--- src/rtl/fifo_arb_pkg.sv ---
// Shared types and helpers for the FIFO write-port arbiter.
// Holds the FSM encoding, the burst counter width and grant width helper.
package fifo_arb_pkg;

  typedef enum logic {
    IDLE  = 1'b0,
    BURST = 1'b1
  } arb_state_e;

  localparam int CNT_W = 8;

  function automatic int gnt_w(input int n);
    return (n <= 2) ? 1 : $clog2(n);
  endfunction

endpackage

--- src/rtl/fifo_wr_arbiter_rr_pick.sv ---
// Combinational round-robin picker: first set request at or above ptr,
// wrapping around past the top index.
module rr_pick
  import fifo_arb_pkg::*;
#(
  parameter int N_REQ = 4,
  parameter int GNT_W = gnt_w(N_REQ)
) (
  input  logic [N_REQ-1:0] req_i,
  input  logic [GNT_W-1:0] ptr_i,
  output logic             any_o,
  output logic [GNT_W-1:0] pick_o
);

  int idx;

  always_comb begin
    any_o  = |req_i;
    pick_o = '0;
    idx    = 0;
    // Walk offsets high-to-low so the nearest request wins last.
    for (int i = N_REQ - 1; i >= 0; i--) begin
      idx = int'(ptr_i) + i;
      if (idx >= N_REQ) idx = idx - N_REQ;
      if (req_i[idx[GNT_W-1:0]]) pick_o = idx[GNT_W-1:0];
    end
  end

endmodule

--- src/rtl/fifo_wr_arbiter.sv ---
// Round-robin burst arbiter sharing one async FIFO write port among
// N_REQ requesters; bursts shorten while the FIFO is half full.
module fifo_wr_arbiter
  import fifo_arb_pkg::*;
#(
  parameter int N_REQ          = 4,
  parameter int DATA_LINES     = 8,
  parameter int MAX_BURST      = 8,
  parameter int THROTTLE_BURST = 2,
  localparam int GNT_W         = gnt_w(N_REQ)
) (
  input  logic                        wclk,
  input  logic                        wrst,
  input  logic [N_REQ-1:0]            req_valid,
  input  logic [N_REQ-1:0]            req_last,
  input  logic [N_REQ*DATA_LINES-1:0] req_data,
  output logic [N_REQ-1:0]            req_ready,
  input  logic                        wfull,
  input  logic                        half_full,
  output logic                        winc,
  output logic [DATA_LINES-1:0]       wdata,
  output logic [GNT_W-1:0]            gnt_id,
  output logic                        busy
);

  arb_state_e       state_q, state_d;
  logic [GNT_W-1:0] rr_q, rr_d;
  logic [GNT_W-1:0] gnt_q, gnt_d;
  logic [CNT_W-1:0] cnt_q, cnt_d;

  logic             any_req;
  logic [GNT_W-1:0] pick;
  logic [CNT_W-1:0] limit;
  logic [CNT_W-1:0] cnt_inc;
  logic             room;
  logic             beat;
  logic [GNT_W-1:0] nxt_ptr;

  rr_pick #(
    .N_REQ (N_REQ),
    .GNT_W (GNT_W)
  ) u_pick (
    .req_i  (req_valid),
    .ptr_i  (rr_q),
    .any_o  (any_req),
    .pick_o (pick)
  );

  assign limit   = half_full ? CNT_W'(THROTTLE_BURST)
                             : CNT_W'(MAX_BURST);
  assign cnt_inc = cnt_q + 1'b1;
  // No beat once the live limit is already used up.
  assign room    = cnt_q < limit;
  assign nxt_ptr = (gnt_q == GNT_W'(N_REQ - 1)) ? '0
                                                : gnt_q + 1'b1;

  always_comb begin
    state_d   = state_q;
    rr_d      = rr_q;
    gnt_d     = gnt_q;
    cnt_d     = cnt_q;
    req_ready = '0;
    winc      = 1'b0;
    wdata     = '0;
    beat      = 1'b0;
    unique case (state_q)
      IDLE: begin
        if (any_req) begin
          gnt_d   = pick;
          cnt_d   = '0;
          state_d = BURST;
        end
      end
      BURST: begin
        req_ready[gnt_q] = !wfull && room;
        beat  = req_valid[gnt_q] && !wfull && room;
        winc  = beat;
        wdata = req_data[gnt_q*DATA_LINES +: DATA_LINES];
        if (beat) begin
          cnt_d = cnt_inc;
          if (req_last[gnt_q] || cnt_inc >= limit) begin
            rr_d    = nxt_ptr;
            state_d = IDLE;
          end
        end else if (!room || (!wfull && !req_valid[gnt_q])) begin
          rr_d    = nxt_ptr;
          state_d = IDLE;
        end
      end
      default: state_d = IDLE;
    endcase
  end

  always_ff @(posedge wclk) begin
    if (wrst) begin
      state_q <= IDLE;
      rr_q    <= '0;
      gnt_q   <= '0;
      cnt_q   <= '0;
    end else begin
      state_q <= state_d;
      rr_q    <= rr_d;
      gnt_q   <= gnt_d;
      cnt_q   <= cnt_d;
    end
  end

  assign gnt_id = gnt_q;
  assign busy   = (state_q == BURST);

endmodule

--- config.mk ---
export PLATFORM = sky130hd
export DESIGN_NAME = fifo_wr_arbiter
export DESIGN_NICKNAME = d
export VERILOG_FILES = /design/src/rtl/fifo_arb_pkg.sv /design/src/rtl/fifo_wr_arbiter_rr_pick.sv /design/src/rtl/fifo_wr_arbiter.sv
export SDC_FILE = /design/constraint.sdc
export NUM_CORES = 1
export LEC_CHECK = 0
export CORE_MARGIN = 1
export CORE_UTILIZATION = 30
export DETAILED_ROUTE_END_ITERATION = 10
export SLEW_MARGIN = 20
export SYNTH_ARGS = -nofsm -noshare
export SYNTH_HDL_FRONTEND = slang
export SYNTH_SLANG_ARGS = --single-unit
export TNS_END_PERCENT = 10
--- constraint.sdc ---
create_clock -name wclk -period 4.46 [get_ports wclk]
set_input_delay 0.892 -clock wclk [delete_from_list [all_inputs] [get_ports wclk]]
set_output_delay 0.892 -clock wclk [all_outputs]
set_load 0.005 [all_outputs]
==> impl_results.md <==
- Status: completed
- Gate power share: 0.341
- Inserted Clock Buffers: 3
- Iter 0 DRT Violations: 76
- Storage cell area: 260 µm²
- Die area: 4110 µm²
- Area grow syn2layout: 56.9%
- Global route overflow: 0
- Share of power burned in registers: 0.377
- H-tree depth: 1
- Area of the multi-input gates: 840 µm²
- Worst VDD drop: 0.0846 mV
- Async SR Flop Fraction: 0
- Top cell type's share of synthesized area: 0.225
- Initial antenna violation count: 0
- Number of global-route vias before repair: 1,117
- CTS tree: yes
- Sequential-to-total area share from yosys stat: 0.225
- Slowest stage delay, CP: 570 ps
- Vias: 1,164
- Min-delay worst type: register to register
- CP required: 3570 ps
- Mux cell area share after synthesis: 0.218
- Yosys warns: 0
- Main synth FF type: dfxtp_1
- Worst path buffer plus inverter count: 3
- Hold-fix buffers, CTS: 0
- Crit Path Max Fanout: 10
- Pwr dens: 195 nW/µm²
- Pre-CTS setup slack: 602 ps
- FILL cells: 345
- Fin crit share: 0.867
- Slowest stage cell on the critical path: clkdlybuf4s50_1
- Most common cell on crit path: clkdlybuf4s50_1
- Clk pwr share: 0.282
- Synth Area in XOR/XNOR: 0.0227
- P_sw: 0.0886 mW
- Hold_sp: cnt_q[6]
- Synth Area in Simple Gates: 0.253
- Remaining DRCs: 0
- IO Count: 60
- Setup TNS: 0 ps
- Crit path DAT: 2970 ps
- Initial core utilization: 0.314
- Final HPWL DP: 2580 µm
- CTS Sinks: 13
- WHS: 469 ps
- Worst-Skew Late Latency: 240 ps
- PortBufs: 59
- Pre-antenna DRT Iters: 4
- Total Wirelength: 3190 µm
- Leak: 0.613 nW
- Overall power: 0.354 mW
- Max Cap Viol: 0
- Fmax: 0.259 GHz
- Ant diodes: 0
- Via density: 5.27
- Finished Layout Cells: 221
- First-pass GRT wire length: 5290 µm
- Gr usage total: 0.164
- Setup WS post-layout: 593 ps
- Root Buffer: clkbuf_8
- Final setup viols: 0
- Post-Syn Area: 1160 µm²
- Post-route cell area: 1820 µm²
- Area post-placement: 1770 µm²
- Reg2Reg Setup Slack: 2000 ps
- Longest Clk Path Bufs: 2
- Core ar.: 3690 µm²
- CTS resizes: 0
- Top cells by count, synth: 13 x and2_1, 13 x dfxtp_1, 9 x a21oi_1
- Count of flip-flops with a built-in enable after synthesis: 0
- Crit-path cells: clkdlybuf4s50_1, ha_1, clkinv_1, o2111a_1, and2_1, clkdlybuf4s50_1
- Final ANT Viol Nets: 0
- Placer Congestion: 0.802
- Pin count of the biggest net entering global routing: 17
- Area share of fa/ha/maj cells after synthesis: 0.0864
- Final core occ: 0.493
- Yosys top cell by area: dfxtp_1
- Post-synth cell types: 41
- RSZ-0062 raised after global routing: false
- Worst-Margin Slew: 849 ps
- Slew HR: 0.433
- Fin. Hold Viols: 0
- FF-to-FF Start: gnt_id[0]
- Slew Limit Fails: 0
- Startpoint types: input pin
- Synth Area per Inst: 9.90 µm²
- Crit Path Class: input pin to primary output
- Die Y: 64.1 µm
- Die Width: 64.1 µm
- Setup Fix Bufs, Post-CTS: 0
- Layout cells sized above 1: 0.0983
- Top cells by area, synth: dfxtp_1 22%, mux4_2 16%, ha_1 8.6%, and2_1 7.0%, mux4_1 4.5%
- Clock skew: 0.926 ps
- Post-synthesis compound-gate area fraction: 0.145
- Power Internal: 0.266 mW
- Main combinational cell family by area after synthesis: simple AND/OR/NAND/NOR gates
- Placed Cells incl. Taps: 217
- Synthesized netlist net count: 169
- Crit path capture type: primary output
- Crit path max-delay family: buffers and inverters
- CP startpoint: half_full
- Min Tclk post-route: 3870 ps
- WL per Instance: 14.4 µm
- Sw frac: 0.250
- Reg clk slew, reported paths: 50 ps
- Nets: 226
- Synthesis-stage register bit count: 13
- Rows: 22
- Post-Synthesis Cells: 117
==> worst register-to-register path: cells and delay by family, from the launching register on <==
kind             cells  cell delay, ps
AND/OR/NAND/NOR      1              80
AO/OA/AOI/OAI        2             690
multiplexers         1             720
flip-flops           1             870
==> path summary, 6_finish.rpt <==
check              to  depth (start not counted)
max reg2reg   rr_q[0]                          4
min          cnt_q[6]                          1
max              winc                          6
min reg2reg  cnt_q[6]                          1
==> cells in the final DEF (no fill, tap or decap), drive strengths merged, types with 3 or more instances in the layout <==
master         netlist  layout
a21oi                9       9
and2                13      13
clkbuf               3       4
clkdlybuf4s50        0      59
dfxtp               13      13
ha                   8       8
inv                  5       5
mux4                10      10
nand2                7       7
nand3                3       3
nor2                 6       6
nor3b                5       5
nor4                 3       3
xnor2                3       3
==> power by group through the flow <==
stage                     Clock (mW)  Combinational (mW)  Sequential [mW]
after global routing           0.110               0.131            0.135
after floorplan                    0              0.0602            0.127
after global placement             0               0.119            0.136
after detailed placement           0               0.121            0.136
final                          0.100               0.121            0.134
after CTS                      0.104               0.122            0.134
==> sequential cells by signal, indices dropped and copies added, names as in the netlist <==
name	flops
cnt_q	8
gnt_id	2
rr_q	2
busy	1
==> per-layer routing <==
| metal | up-vias | routed length (µm) | GRT usage |
|---|---|---|---|
| li1 | 558 | - | - |
| met1 | 564 | 1400 | 0.222 |
| met2 | 37 | 1600 | 0.271 |
| met3 | 5 | 147 | 0.0125 |
| met4 | 0 | 42 | 0.0611 |
| met5 | - | 0 | 0 |
==> cells by family (layout without fill, tap and decap cells) <==
| kind of cell | count (synthesis) | count (layout) |
|---|---|---|
| simple gates | 48 | 48 |
| compound gates | 20 | 20 |
| flops | 13 | 13 |
| fa+ha+maj | 8 | 8 |
| mux | 12 | 12 |
| buf+inv | 13 | 69 |
| xor+xnor | 3 | 3 |
==> cell type report <==
| cell class | instances | area share |
|---|---|---|
| clock buffers | 4 | 0.0248 |
| inverters | 6 | 0.0124 |
| multi-input cells | 91 | 0.462 |
| flip-flops and latches | 13 | 0.143 |
| well taps | 48 | 0.0330 |
| repair buffers | 59 | 0.325 |
Note: power is estimated with default switching activity, not from simulation.
